===== config.mk =====
export PLATFORM = sky130hd
export DESIGN_NAME = weight_load_ctrl_flat
export DESIGN_NICKNAME = d
export VERILOG_FILES = /design/src/rtl/weight_load_ctrl_pkg.sv /design/src/rtl/weight_load_ctrl_if.sv /design/src/rtl/weight_load_ctrl.sv /design/src/flat_wrapper.sv
export SDC_FILE = /design/constraint.sdc
export NUM_CORES = 1
export LEC_CHECK = 0
export BUFFER_PORTS_ARGS = -buffer_cell sky130_fd_sc_hd__buf_2
export CAP_MARGIN = 15
export CELL_PAD_IN_SITES_DETAIL_PLACEMENT = 1
export CELL_PAD_IN_SITES_GLOBAL_PLACEMENT = 1
export CORE_MARGIN = 4
export CORE_UTILIZATION = 39
export DETAILED_ROUTE_END_ITERATION = 12
export GPL_TIMING_DRIVEN = 0
export PLACE_DENSITY = 0.84
export SKIP_LAST_GASP = 1
export SYNTH_ARGS = -nofsm -noshare
export SYNTH_HDL_FRONTEND = slang
export SYNTH_SLANG_ARGS = --single-unit

===== constraint.sdc =====
create_clock -name clk -period 4.2 [get_ports clk]
set_input_delay 0.84 -clock clk [delete_from_list [all_inputs] [get_ports clk]]
set_output_delay 0.84 -clock clk [all_outputs]
set_load 0.01 [all_outputs]

===== src/rtl/weight_load_ctrl_pkg.sv =====
// Shared constants and state encoding for the weight-load controller.
package wt_ctrl_pkg;

  localparam int unsigned WT_DW    = 8;
  localparam int unsigned WT_DEPTH = 16;
  localparam int unsigned WT_AW    = 12;

  typedef logic [1:0] wl_state_t;

  localparam wl_state_t WL_IDLE  = 2'd0;
  localparam wl_state_t WL_FETCH = 2'd1;
  localparam wl_state_t WL_DRAIN = 2'd2;
  localparam wl_state_t WL_READY = 2'd3;

endpackage


===== src/rtl/weight_load_ctrl_if.sv =====
// Scheduler command, SRAM read port and weight-RF shift signals of the load controller.
interface weight_load_ctrl_if
  import wt_ctrl_pkg::*;
#(
  parameter int unsigned AW = WT_AW,
  parameter int unsigned DW = WT_DW
) ();

  logic          cmd_valid;
  logic [AW-1:0] cmd_base;
  logic          cmd_ready;
  logic          mem_req;
  logic [AW-1:0] mem_addr;
  logic          mem_gnt;
  logic [DW-1:0] mem_rdata;
  logic          rf_wen;
  logic [DW-1:0] rf_din;
  logic          weights_valid;
  logic          compute_done;
  logic          busy;

  modport master (
    input  cmd_valid, cmd_base, mem_gnt, mem_rdata, compute_done,
    output cmd_ready, mem_req, mem_addr, rf_wen, rf_din, weights_valid, busy
  );

  modport slave (
    output cmd_valid, cmd_base, mem_gnt, mem_rdata, compute_done,
    input  cmd_ready, mem_req, mem_addr, rf_wen, rf_din, weights_valid, busy
  );

endinterface


===== src/rtl/weight_load_ctrl.sv =====
// Fetches DEPTH consecutive weights from the shared SRAM and shifts them into the PE weight RF,
// then holds weights_valid until the PE array reports compute_done.
module weight_load_ctrl
  import wt_ctrl_pkg::*;
#(
  parameter int unsigned DEPTH = WT_DEPTH,
  parameter int unsigned AW    = WT_AW,
  parameter int unsigned DW    = WT_DW
) (
  input logic                clk,
  input logic                rst,
  weight_load_ctrl_if.master bus
);

  localparam int unsigned    CW   = $clog2(DEPTH) + 1;
  localparam logic [CW-1:0]  LAST = CW'(DEPTH - 1);

  wl_state_t     state_q, state_d;
  logic [AW-1:0] base_q, base_d;
  logic [CW-1:0] issue_cnt_q, issue_cnt_d;
  logic [CW-1:0] wr_cnt_q, wr_cnt_d;
  logic          rvalid_q;
  logic          issue;

  assign issue = (state_q == WL_FETCH) && bus.mem_gnt;

  always_comb begin
    state_d     = state_q;
    base_d      = base_q;
    issue_cnt_d = issue_cnt_q;
    wr_cnt_d    = wr_cnt_q;
    if (rvalid_q) begin
      wr_cnt_d = wr_cnt_q + 1'b1;
    end
    case (state_q)
      WL_IDLE: begin
        if (bus.cmd_valid) begin
          base_d      = bus.cmd_base;
          issue_cnt_d = '0;
          wr_cnt_d    = '0;
          state_d     = WL_FETCH;
        end
      end
      WL_FETCH: begin
        if (issue) begin
          issue_cnt_d = issue_cnt_q + 1'b1;
          if (issue_cnt_q == LAST) begin
            state_d = WL_DRAIN;
          end
        end
      end
      WL_DRAIN: begin
        // The write landing this cycle is the last one; the set is complete next cycle.
        if (rvalid_q && (wr_cnt_q == LAST)) begin
          state_d = WL_READY;
        end
      end
      WL_READY: begin
        if (bus.compute_done) begin
          state_d = WL_IDLE;
        end
      end
      default: state_d = WL_IDLE;
    endcase
  end

  always_ff @(posedge clk) begin
    if (rst) begin
      state_q     <= WL_IDLE;
      base_q      <= '0;
      issue_cnt_q <= '0;
      wr_cnt_q    <= '0;
      rvalid_q    <= 1'b0;
    end else begin
      state_q     <= state_d;
      base_q      <= base_d;
      issue_cnt_q <= issue_cnt_d;
      wr_cnt_q    <= wr_cnt_d;
      rvalid_q    <= issue;
    end
  end

  assign bus.cmd_ready     = (state_q == WL_IDLE);
  assign bus.mem_req       = (state_q == WL_FETCH);
  // Address arithmetic truncates to AW bits, so a load may wrap past the top of the SRAM.
  assign bus.mem_addr      = bus.mem_req ? (base_q + AW'(issue_cnt_q)) : '0;
  assign bus.rf_wen        = rvalid_q;
  assign bus.rf_din        = rvalid_q ? bus.mem_rdata : '0;
  assign bus.weights_valid = (state_q == WL_READY);
  assign bus.busy          = (state_q != WL_IDLE);

endmodule


===== src/flat_wrapper.sv =====
// flat-port wrapper written by rule: the top's interface ports become plain ports
module weight_load_ctrl_flat import wt_ctrl_pkg::*;
#(
  parameter int unsigned DEPTH = WT_DEPTH,
  parameter int unsigned AW    = WT_AW,
  parameter int unsigned DW    = WT_DW
)
  (clk, rst, bus_cmd_valid, bus_cmd_base, bus_mem_gnt, bus_mem_rdata, bus_compute_done, bus_cmd_ready, bus_mem_req, bus_mem_addr, bus_rf_wen, bus_rf_din, bus_weights_valid, bus_busy);
  weight_load_ctrl_if #(.AW(AW), .DW(DW)) bus_i ();
  input logic clk;
  input logic rst;
  input wire logic [$bits(bus_i.cmd_valid)-1:0] bus_cmd_valid;
  input wire logic [$bits(bus_i.cmd_base)-1:0] bus_cmd_base;
  input wire logic [$bits(bus_i.mem_gnt)-1:0] bus_mem_gnt;
  input wire logic [$bits(bus_i.mem_rdata)-1:0] bus_mem_rdata;
  input wire logic [$bits(bus_i.compute_done)-1:0] bus_compute_done;
  output wire logic [$bits(bus_i.cmd_ready)-1:0] bus_cmd_ready;
  output wire logic [$bits(bus_i.mem_req)-1:0] bus_mem_req;
  output wire logic [$bits(bus_i.mem_addr)-1:0] bus_mem_addr;
  output wire logic [$bits(bus_i.rf_wen)-1:0] bus_rf_wen;
  output wire logic [$bits(bus_i.rf_din)-1:0] bus_rf_din;
  output wire logic [$bits(bus_i.weights_valid)-1:0] bus_weights_valid;
  output wire logic [$bits(bus_i.busy)-1:0] bus_busy;
  assign bus_i.cmd_valid = bus_cmd_valid;
  assign bus_i.cmd_base = bus_cmd_base;
  assign bus_i.mem_gnt = bus_mem_gnt;
  assign bus_i.mem_rdata = bus_mem_rdata;
  assign bus_i.compute_done = bus_compute_done;
  assign bus_cmd_ready = bus_i.cmd_ready;
  assign bus_mem_req = bus_i.mem_req;
  assign bus_mem_addr = bus_i.mem_addr;
  assign bus_rf_wen = bus_i.rf_wen;
  assign bus_rf_din = bus_i.rf_din;
  assign bus_weights_valid = bus_i.weights_valid;
  assign bus_busy = bus_i.busy;
  weight_load_ctrl #(.DEPTH(DEPTH), .AW(AW), .DW(DW)) u_core (.clk(clk), .rst(rst), .bus(bus_i));
endmodule

==> flow_metrics.py <==
metrics = {
    "outcome": {
        "status": "finished clean",
    },
    "placed_design": {
        "portBuffers": 48,
        "dpl.hpwl_microns": 3464,
        "place_congestion": 0.7975,
        "dp_slack_ns": 1.340,
        "dp.cells": 291,
    },
    "detailed_routing": {
        "dr.pass1.iters": 4,
        "postRouteWirelength_microns": 4268,
        "wl_per_cell_microns": 14.47,
        "ant_nets": 0,
        "viasPerCell": 5.207,
        "vias": 1536,
        "drc": 0,
        "drt-initial-drc-count": 87,
    },
    "clock_network": {
        "hold_buffers": 0,
        "cts_buffers": 3,
        "post_cts_resize_count": 0,
        "postCtsSetupRepairBufs": 0,
        "clkSinkCount": 25,
        "cts.clk_slew.worst_paths_ns": 0.08,
        "h-tree-depth": 1,
        "cts_buffer_depth": 2,
        "clk_latency_ns": 0.27,
        "cts_tree": "done",
        "cts_root_buf": "clkbuf_8",
    },
    "sta": {
        "worstMarginPinSlew_ns": 0.5078,
        "fmax_mhz": 318.6,
        "finalMaxSlewViolations": 0,
        "setup_tns_ns": 0,
        "hold_viol_final": 0,
        "max_slew_margin_pct": 66.14,
        "period_needed_ns": 3.139,
        "holdWs_ns": 0.4680,
        "skew_ns": 0.004107,
        "setup_viol": 0,
        "rsz0062_at_grt": "no",
        "min_period_over_period_pct": 74.74,
        "setup_slack_ns": 1.061,
    },
    "pwr": {
        "leakagePower_nw": 0.9188,
        "irDropWorstVdd_v": 0.0002686,
        "p_per_area_nw_per_um2": 435.8,
        "finalPower_w": 0.0008431,
    },
    "worst_setup_path": {
        "crit_fanout": 6,
        "cp-start-kind": "flop",
        "critPathRequiredTime_ns": 3.36,
        "cp.arrival_ns": 2.30,
        "crit_type": "flop to primary output",
        "crit_path_end_kind": "primary output",
    },
    "grt": {
        "grt_max_degree": 15,
        "grt_overflow": 0,
        "track_usage_pct": 17.02,
        "grt_pass1_vias": 1591,
        "grt_pass1_wl_microns": 7100,
        "antenna_found_initial": 0,
    },
    "finish": {
        "seq_area_sq_um": 500.5,
        "area_growth_pct": 21.83,
        "nFillCells": 491,
        "finalNonFillerCells": 295,
        "drive_gt1_share_pct": 23.89,
        "multi_input_area_sq_um": 1032,
        "nets": 287,
        "diodes": 0,
    },
    "synthesis": {
        "synth-compound-area-share_pct": 20.57,
        "yosys.area.top_type": "dfxtp_1",
        "yosys-top-cells-area": "dfxtp_1 (32%), ha_1 (10%), nand2_1 (7.8%)",
        "synth_top_area_share_pct": 31.52,
        "synth_mux_area_share_pct": 3.231,
        "avgSynthCellArea_sq_um": 8.142,
        "synth_top_family_by_area": "simple AND/OR/NAND/NOR gates",
        "ys_ff_latch": 25,
        "yosysMostFrequentCell": "nand2_1",
        "synthTopCellsByCount": "nand2_1 (33), dfxtp_1 (25), nor2_1 (17), a21oi_1 (14), ha_1 (13)",
        "ys_types": 43,
        "yosys.area_share.simple_pct": 25.85,
        "synth_nets": 234,
        "synth_xor_area_share_pct": 3.861,
        "synth-seq-area-share_pct": 31.52,
        "synthCells": 195,
        "synth.cell_area_sq_um": 1588,
        "yosys_warnings": 0,
        "synth_flop_cell": "dfxtp_1",
        "synth-edff-count": 0,
        "synthAdderAreaFrac_pct": 11.51,
        "async_reset_ff_share_pct": 0,
    },
    "die": {
        "start_util_pct": 41.80,
        "die_w_microns": 71.81,
        "num_rows": 22,
        "die_h_microns": 71.81,
        "io_pins": 50,
        "die-area_sq_um": 5156,
        "core_area_sq_um": 3799,
    },
    "flow_run": {
        "cap_violations": 0,
    },
    "hold_path": {
        "hold_path.class": "flop to flop",
    },
}
sequential cells by signal (all words and copies together), names as in the netlist:
name / cells
u_core.wr_cnt_q: 5
u_core.base_q: 12
u_core.state_q: 2
u_core.bus.rf_wen: 1
u_core.issue_cnt_q: 5
cells in the final DEF, fill, tap and decap left out, types with 2 or more instances in the layout:
cell type and n:
xor2_1 3, o21ai_1 2, clkbuf_1 5, a21oi_1 14, inv_1 6, o21a_1 2, xnor2_1 4, dfxtp_1 25
a21o_1 2, and2_1 12, nor2_1 17, nor2b_1 2, a21boi_1 6, nand2_1 33, and3_1 3, o21ai_0 5
a211o_1 4, ha_1 13, clkbuf_8 3, buf_2 50, or3_1 5, mux2i_1 4, a211oi_1 2, nand3_1 4
routing by layer:
layer	wire, microns	track usage [%]	vias up
met5	0	0	-
met4	48	4.384	0
met3	144	2.244	4
met2	2136	30.92	25
met1	1938	20.99	729
li1	-	-	778
cells by family (layout without fill, tap and decap cells):
family                     Yosys count  in the layout
and+or+nand+nor                     85             85
AOI/OAI and AO/OA                   45             45
DFF                                 25             25
adders and majority gates           14             14
buffers and inverters               14             66
xor gates and xnor gates             7              7
muxes                                5              5
critical path, cell delays in order (launching register included):
cell and delay, ns:
dfxtp_1 0.35, ha_1 0.26, fa_1 0.43, a211o_1 0.30, a21oi_2 0.24, o21ai_0 0.11, a21boi_1 0.17, buf_2 0.16
metrics by stage:
step                      util (%)  area [sq um]
after global routing         50.92          1934
after detailed placement     49.70          1888
after CTS                    50.92          1934
after global placement       49.70          1888
after floorplan                  -          1588
final                        50.92          1934
cell type report:
| class | instances | share of cell area (%) |
|---|---|---|
| sequential | 25 | 25.87 |
| timing repair buffer | 48 | 12.42 |
| clock inverter | 1 | 0.2587 |
| clock buffer | 3 | 2.135 |
| multi-input combinational | 156 | 53.36 |
| inverter | 6 | 1.164 |
| buffer | 8 | 1.682 |
| tap | 48 | 3.105 |
where the power goes:
group	switching, W	internal (W)	leakage (nW)	total (W)
clock network	0.0000771	0.0000664	0.0255	0.000144
registers	0.0000394	0.000273	0.204	0.000313
logic	0.000230	0.000157	0.689	0.000387
total	0.000347	0.000496	0.919	0.000843
worst paths after layout:
kind / from / to / slack [ns] / depth (start not counted)
setup / recovery: u_core.issue_cnt_q[0] / bus_mem_addr[6] / 1.06 / 7
hold / removal: u_core.base_q[2] / u_core.base_q[2] / 0.47 / 2
setup reg to reg: u_core.state_q[0] / u_core.state_q[1] / 2.38 / 6
hold reg to reg: u_core.base_q[2] / u_core.base_q[2] / 0.47 / 2
Power figures use the tool's default switching activity.
